<file path="src/rtl/dual_chan_arb.sv">
// Fixed-priority arbiter sharing two identical channels among eight requesters.
// Top-two priority search per cycle, registered grants, per-channel hold timeout with lockout.
module dual_chan_arb #(
  parameter int MAX_HOLD = 16,
  parameter int HW       = 5
) (
  input  logic       clk,
  input  logic       rst_n,
  input  logic [7:0] req,
  output logic [7:0] gnt,
  output logic [1:0] busy,
  output logic [2:0] owner0,
  output logic [2:0] owner1,
  output logic [1:0] tout,
  output logic [7:0] locked
);

  typedef enum logic {IDLE, BUSY} state_t;

  localparam logic [HW-1:0] MAX_H = HW'(MAX_HOLD);

  state_t        state_q [2];
  state_t        state_d [2];
  logic [2:0]    own_q   [2];
  logic [2:0]    own_d   [2];
  logic [HW-1:0] hcnt_q  [2];
  logic [HW-1:0] hcnt_d  [2];
  logic [7:0]    gnt_d;
  logic [7:0]    locked_d;
  logic [1:0]    tout_d;
  logic [7:0]    cand;
  logic [7:0]    cand2;
  logic          p1_v, p2_v;
  logic [2:0]    p1, p2;

  always_ff @(posedge clk or negedge rst_n) begin
    if (!rst_n) begin
      for (int c = 0; c < 2; c++) begin
        state_q[c] <= IDLE;
        own_q[c]   <= '0;
        hcnt_q[c]  <= '0;
      end
      gnt    <= '0;
      locked <= '0;
      tout   <= '0;
    end else begin
      for (int c = 0; c < 2; c++) begin
        state_q[c] <= state_d[c];
        own_q[c]   <= own_d[c];
        hcnt_q[c]  <= hcnt_d[c];
      end
      gnt    <= gnt_d;
      locked <= locked_d;
      tout   <= tout_d;
    end
  end

  // Release/timeout only see channels busy before the edge; allocation only
  // uses channels idle before the edge, so a freed channel rests one cycle.
  always_comb begin
    for (int c = 0; c < 2; c++) begin
      state_d[c] = state_q[c];
      own_d[c]   = own_q[c];
      hcnt_d[c]  = hcnt_q[c];
    end
    tout_d   = '0;
    locked_d = locked & req;
    gnt_d    = '0;

    cand = req & ~gnt & ~locked;
    p1_v = 1'b0;
    p1   = '0;
    for (int i = 0; i < 8; i++) begin
      if (cand[i]) begin
        p1_v = 1'b1;
        p1   = 3'(i);
      end
    end
    cand2 = cand;
    if (p1_v) cand2[p1] = 1'b0;
    p2_v = 1'b0;
    p2   = '0;
    for (int i = 0; i < 8; i++) begin
      if (cand2[i]) begin
        p2_v = 1'b1;
        p2   = 3'(i);
      end
    end

    for (int c = 0; c < 2; c++) begin
      if (state_q[c] == BUSY) begin
        if (!req[own_q[c]]) begin
          state_d[c] = IDLE;
          hcnt_d[c]  = '0;
        end else if (MAX_HOLD != 0 && hcnt_q[c] == MAX_H) begin
          state_d[c]          = IDLE;
          hcnt_d[c]           = '0;
          tout_d[c]           = 1'b1;
          locked_d[own_q[c]]  = 1'b1;
        end else if (MAX_HOLD != 0) begin
          hcnt_d[c] = hcnt_q[c] + 1'b1;
        end
      end
    end

    if (state_q[0] == IDLE && state_q[1] == IDLE) begin
      if (p1_v) begin
        state_d[0] = BUSY;
        own_d[0]   = p1;
        hcnt_d[0]  = HW'(1);
      end
      if (p2_v) begin
        state_d[1] = BUSY;
        own_d[1]   = p2;
        hcnt_d[1]  = HW'(1);
      end
    end else if (state_q[0] == IDLE && p1_v) begin
      state_d[0] = BUSY;
      own_d[0]   = p1;
      hcnt_d[0]  = HW'(1);
    end else if (state_q[1] == IDLE && p1_v) begin
      state_d[1] = BUSY;
      own_d[1]   = p1;
      hcnt_d[1]  = HW'(1);
    end

    for (int c = 0; c < 2; c++) begin
      if (state_d[c] == BUSY) gnt_d[own_d[c]] = 1'b1;
    end
  end

  assign busy   = {state_q[1] == BUSY, state_q[0] == BUSY};
  assign owner0 = own_q[0];
  assign owner1 = own_q[1];

endmodule

</file>
<file path="config.mk">
export PLATFORM = sky130hd
export DESIGN_NAME = dual_chan_arb
export DESIGN_NICKNAME = d
export VERILOG_FILES = /design/src/rtl/dual_chan_arb.sv
export SDC_FILE = /design/constraint.sdc
export NUM_CORES = 1
export LEC_CHECK = 0
export ABC_AREA = 0
export CAP_MARGIN = 10
export CORE_UTILIZATION = 30
export DETAILED_ROUTE_END_ITERATION = 12
export SETUP_SLACK_MARGIN = 0.4
export SLEW_MARGIN = 20
export SYNTH_ARGS = -nofsm -noshare
export SYNTH_HDL_FRONTEND = slang
export SYNTH_SLANG_ARGS = --single-unit
</file>
<file path="constraint.sdc">
create_clock -name clk -period 4.5 [get_ports clk]
set_input_delay 0.9 -clock clk [delete_from_list [all_inputs] [get_ports clk]]
set_output_delay 0.9 -clock clk [all_outputs]
set_load 0.05 [all_outputs]
</file>
==> results of run 1 <==
-- through the flow --
step	setup WS, ns	hold slack (ns)	cells	cell area, µm²
final	1.16	0.500	348	2700
after global routing	0.958	0.543	348	2700
after CTS	1.16	0.495	348	2700
after detailed placement	0.863	0.481	340	2590
after global placement	0.836	0.475	340	2590
after floorplan	1.73	0.446	216	2160
-- critical path: stages --
cell and delay [ns]:
clkdlybuf4s50_1 0.54, nor3b_2 0.40, nor2_2 0.14, and3_1 0.29
a21o_1 0.23, a21o_4 0.20, a221oi_4 0.42, inv_4 0.08
o32ai_1 0.29
-- worst max path at each step --
stage / slack [ns] / cells past startpoint / endpoint / start
2_1_floorplan: 1.73 / 9 / gnt[0] / req[6]
3_3_place_gp: 0.84 / 9 / gnt[6] / req[3]
3_5_place_dp: 0.86 / 9 / gnt[6] / req[3]
4_1_cts: 1.16 / 9 / gnt[6] / req[3]
5_1_grt: 0.96 / 9 / gnt[6] / req[3]
6_report: 1.16 / 9 / gnt[6] / req[3]
-- sequential cells by signal (all words and copies together), names as in the netlist --
name,count
busy,2
gnt,8
hcnt_q,10
locked,8
owner0,3
owner1,3
tout,2
-- layer usage --
metal	vias up	global-route usage	routed length (µm)
met4	0	0.0667	56
li1	870	-	-
met1	903	0.222	2690
met3	4	0.0294	265
met2	45	0.245	2510
met5	-	0	0
-- cell usage in the layout, fill, tap and decap left out, types with 2 or more instances in the layout --
| cell | count |
|---|---|
| o21bai_1 | 2 |
| nor3b_4 | 3 |
| nand2_1 | 26 |
| a21boi_0 | 2 |
| a21o_1 | 2 |
| clkbuf_8 | 5 |
| a21oi_1 | 11 |
| nor3_1 | 4 |
| o211ai_1 | 3 |
| mux4_1 | 2 |
| ha_1 | 4 |
| xor2_1 | 4 |
| nand2b_1 | 6 |
| clkdlybuf4s50_1 | 34 |
| nand3_1 | 6 |
| nand4_1 | 3 |
| o221ai_1 | 6 |
| o32ai_1 | 8 |
| mux4_2 | 2 |
| o22ai_1 | 2 |
| o31ai_1 | 4 |
| nor2b_1 | 3 |
| o21ai_0 | 9 |
| or2_2 | 3 |
| nor3b_2 | 4 |
| dfrtp_1 | 36 |
| and3_1 | 2 |
| mux2_2 | 2 |
| nor3b_1 | 2 |
| o21a_1 | 2 |
| a31oi_1 | 2 |
| nor2_1 | 12 |
| inv_1 | 13 |
-- cell usage after synthesis, drive strengths merged, types with 3 or more instances --
master	instances
a21oi	11
nand3	6
or2	3
dfrtp	36
clkbuf	6
o211ai	3
nand4	3
nor3b	9
inv	14
nor3	4
ha	4
nor2	13
nand2	26
mux4	4
o221ai	6
xor2	4
o32ai	8
a21o	3
nand2b	6
o21ai	9
o31ai	4
nor2b	3
-- power by group through the flow --
stage	Sequential (mW)	Clock, mW	Combinational, mW
finish	0.567	0.280	0.943
global route	0.585	0.302	1.03
CTS	0.565	0.288	0.946
detailed placement	0.571	0	0.941
global placement	0.575	0	0.938
floorplan	0.668	0	0.561
-- cell families (layout without fill, tap and decap cells) --
group           Yosys count  in the layout  share of synthesized area
simple gates             80             80                      0.220
fa+ha+maj                 5              5                     0.0278
mux                       7              7                     0.0601
compound gates           62             62                      0.214
xor+xnor                  5              5                     0.0202
buf+inv                  21             57                     0.0411
flops                    36             36                      0.416
-- area by class of cell --
cell class	instances	area (µm²)	area share
clock buffers	6	72.6	0.0269
clock inverters	2	35.0	0.0130
repair buffers	35	345	0.128
well taps	96	120	0.0444
inverters	14	55.1	0.0204
multi-input cells	159	1170	0.434
flip-flops and latches	36	901	0.333
==> impl_metrics.ini, run 1 <==
[cts]
cts_tree = built
clock_latency_ns = 0.29
cts_hold_buf = 0
root_buffer = clkbuf_8
cts_sinks = 36
path_clk_slew_ns = 0.07
cts_resized = 0
cts_setup_buffers = 0
cts_buffers = 5
h-tree-depth = 2
cts_buffer_depth = 2

[hold_path]
hp-class = reg -> reg
hp-start = hcnt_q[9]
min_path_cells = 1
min_to = hcnt_q[9]

[critical_path]
crit_type = in -> reg
cp-start-kind = primary input
critical_path.max_fanout = 8
rrSetupSlack_ns = 1.89
reg2regPathDepth = 8
crit-reg2reg-capture = gnt[6]
cp.required_ns = 4.68
crit_arrival_ns = 3.52
r2r-start = gnt[3]
worstSetupEndpointType = flip-flop

[pwr]
peakVddDrop_uv = 294
clkPwrFrac = 0.156
p_comb_frac = 0.527
power_density_nw_per_um2 = 662
power_mw = 1.79
p_switching_mw = 0.861
switching_share = 0.481
power_frac_seq = 0.317
p_leak_nw = 1.10
intPower_mw = 0.929

[sta]
post-route-period-util = 0.742
tightest_slew_ns = 0.762
fin_crit_ns = 3.34
hold_violations = 0
finalSetupViolCount = 0
finClkSkew_ns = 0.00733
tns_ns = 0
fmax_ghz = 0.299
final_max_slew_viol_count = 0
slew_headroom = 0.492
rsz0062_at_grt = no

[drt]
drtIter0Drc = 150
drc_errors = 0
wl_mm = 5.52
drtAntennaViolNets = 0
route.vias.total = 1822
dr.pass1.iters = 4
viasPerCell = 5.24
wl_per_cell_um = 15.9

[layout]
fillCellCount = 698
layout-drive-gt1-share = 0.119
fin_nets = 265
final_util = 0.393
diodes = 0
area_growth_pct = 24.9

[yosys]
synth_top_area_frac = 0.416
synth.ff_latch_count = 36
syn_nets = 230
synthCells = 216
yosysSeqAreaShare = 0.416
syn_area_um2 = 2160
yosysTopAreaCell = dfrtp_1
synth_cell_types = 52
ys_async_sr_fraction = 1.00
synth_edf_count = 0
avgSynthCellArea_um2 = 10.0
ys_top_cells_by_area = dfrtp_1 (42%), nand2_1 (4.5%), o32ai_1 (3.2%)
synth_ff_type = dfrtp_1
yosysWarnings = 0

[floorplan]
die_x_um = 86.9
die_y_um = 86.9
initial_core_util = 0.315
placementRows = 30
die-area_um2 = 7560
core_area_um2 = 6870
ios = 36

[flow_run]
maxCapViolations = 0

[global_route]
grt_max_degree = 37
antenna_found_initial = 0
grt_use_total = 0.160
grt_pass1_vias = 1771
grt_remaining_overflow = 0
grt_pass1_wl_mm = 9.05

[placed_design]
port_buffers = 35
dpl.hpwl_mm = 4.26
place_congestion = 0.865

[run_status]
outcome = completed
No activity file was read; power rests on OpenSTA's default activity.
==> inputs of run 2 (changes only) <==
==> constraint.sdc (replaced) <==
create_clock -name clk -period 3.38 [get_ports clk]
set_input_delay 0.676 -clock clk [delete_from_list [all_inputs] [get_ports clk]]
set_output_delay 0.676 -clock clk [all_outputs]
set_load 0.05 [all_outputs]
==> run 2 against run 1 <==
Effect of this change: clock skew decreased by 0.0036 ns; hold slack got worse by 0.031 ns; cell count increased by 2.9%; wire length increased by 6.9%; register-to-register slack got worse by 0.99 ns; setup slack got worse by 0.70 ns; sequential share of layout area decreased by 1.6 points; core utilization increased by 2.0 points; first-iteration DRC count decreased by 7.3%; sequential power increased by 34%; die area unchanged; sequential cell count unchanged.
==> impl_metrics.ini, run 2 (synthesis gave the netlist of run 1 again) <==
[global_route]
grt_pass1_wl_mm = 9.67
grt_remaining_overflow = 0
grt_use_total = 0.169
antenna_found_initial = 0
grt_max_degree = 37
grt_pass1_vias = 1887

[critical_path]
path_cells = clkdlybuf4s50_1 -> nor3b_4 -> buf_4 -> a211oi_1 -> o21ai_1 -> a21oi_2 -> a21o_4 -> a221oi_4 -> inv_4 -> o32ai_1
rrSetupSlack_ns = 0.90
worstSetupEndpointType = flip-flop
reg2regPathDepth = 7
cp.required_ns = 3.56
critPathMaxStageDelay_ns = 0.53
cp_top_family = compound AO/OA/AOI/OAI gates
cp_num_buf_inv = 3
cp-start-kind = primary input
crit_type = in -> reg
crit-reg2reg-capture = gnt[1]
crit_slowest_cell = clkdlybuf4s50_1
r2r-start = owner1[1]
crit_arrival_ns = 3.11
critical_path.max_fanout = 7

[drt]
drc_errors = 0
route.vias.total = 1889
viasPerCell = 5.28
drtAntennaViolNets = 0
wl_per_cell_um = 16.5
dr.pass1.iters = 4
wl_mm = 5.90
drtIter0Drc = 139

[pwr]
intPower_mw = 1.27
p_comb_frac = 0.564
peakVddDrop_uv = 365
switching_share = 0.489
clkPwrFrac = 0.131
p_switching_mw = 1.22
power_density_nw_per_um2 = 876
power_mw = 2.49
power_frac_seq = 0.305
p_leak_nw = 1.16

[layout]
final_common_cell = dfrtp_1
max_flop_register = hcnt_q
postLayoutCellArea_um2 = 2840
area_growth_pct = 31.3
final_util = 0.413
fin_nets = 275
largest_reg_flops = 10
layout-drive-gt1-share = 0.198
reg.largest.list = hcnt_q x10, gnt x8, locked x8
diodes = 0
final_cell_mix = dfrtp_1 (36), clkdlybuf4s50_1 (33), nand2_1 (26)

[floorplan]
placementRows = 30
die_y_um = 86.9
ios = 36
die-area_um2 = 7560
initial_core_util = 0.315
core_area_um2 = 6870
die_x_um = 86.9

[cts]
path_clk_slew_ns = 0.07
cts_buffers = 5
root_buffer = clkbuf_8
h-tree-depth = 2
cts_tree = built
cts_sinks = 36
cts_buffer_depth = 2
clock_latency_ns = 0.29

[sta]
finalSetupViolCount = 0
post-route-period-util = 0.865
tns_ns = 0
final_max_slew_viol_count = 0
hold_violations = 0
fin_crit_ns = 2.92
whs_ns = 0.469
finClkSkew_ns = 0.00371
tightest_slew_ns = 0.798
slew_headroom = 0.468
fmax_ghz = 0.342
rsz0062_at_grt = yes

[placed_design]
dpl.hpwl_mm = 4.44
place_congestion = 0.869
port_buffers = 35
place_area_um2 = 2650

[flow_run]
maxCapViolations = 0

[hold_path]
hp-class = in -> async

[run_status]
outcome = completed
## run 2: cell count changes in the layout (fill, tap and decap cells not counted), sizes merged
| cell | change |
|---|---|
| buf | +10 |
| clkbuf | +1 |
| clkinv | -1 |
| bufinv | -1 |
| clkinvlp | +1 |
| dlymetal6s2s | +1 |
| clkdlybuf4s50 | -1 |
## run 2: power by group through the flow
stage / clock network (mW) / registers [mW] / logic, mW
after CTS: 0.333 / 0.753 / 1.31
after detailed placement: 0 / 0.760 / 1.30
after floorplan: 0 / 0.889 / 0.747
after global routing: 0.354 / 0.779 / 1.52
final: 0.325 / 0.758 / 1.40
after global placement: 0 / 0.760 / 1.29
## run 2: metrics by stage
step	instances	setup slack (ns)
6_report	358	0.456
5_1_grt	358	0.353
4_1_cts	355	0.477
3_5_place_dp	347	0.177
3_3_place_gp	347	0.212
2_1_floorplan	216	0.835
## run 2: how the worst max path moves through the flow
stage	slack (ns)	startpoint	depth (start not counted)	to
after floorplan	0.84	req[6]	9	gnt[0]
after global placement	0.21	req[3]	9	gnt[5]
after detailed placement	0.18	req[6]	8	gnt[5]
after CTS	0.48	req[6]	8	gnt[5]
after global routing	0.35	req[6]	10	gnt[2]
final	0.46	req[6]	10	gnt[2]
## run 2: timing repair
| item | CTS | global route |
|---|---|---|
| endpoints found under the setup margin | 0 | 8 |
| buffers inserted | 0 | 3 |
| resized for setup | 0 | 18 |
| hold buffers | 0 | 0 |
## run 2: worst reg2reg max path: cells and delay by family (launching register included)
| kind | cells | cell delay [ns] |
|---|---|---|
| muxes | 2 | 0.92 |
| DFF | 1 | 0.61 |
| AOI/OAI and AO/OA | 3 | 0.44 |
| and+or+nand+nor | 2 | 0.38 |
## run 2: area by class of cell
class                      count  area [µm²]
clock inverter                 1        7.51
clock buffer                   7        86.3
multi-input combinational    159        1250
inverter                      14        55.1
timing repair buffer          45         423
fill                         664        4030
sequential                    36         901
tap                           96         120
## run 2: layer usage
metal | wire length [µm] | vias up | GRT usage
li1 | - | 902 | -
met1 | 2710 | 934 | 0.232
met2 | 2830 | 51 | 0.272
met3 | 337 | 2 | 0.0256
met4 | 30 | 0 | 0.0545
met5 | 0 | - | 0
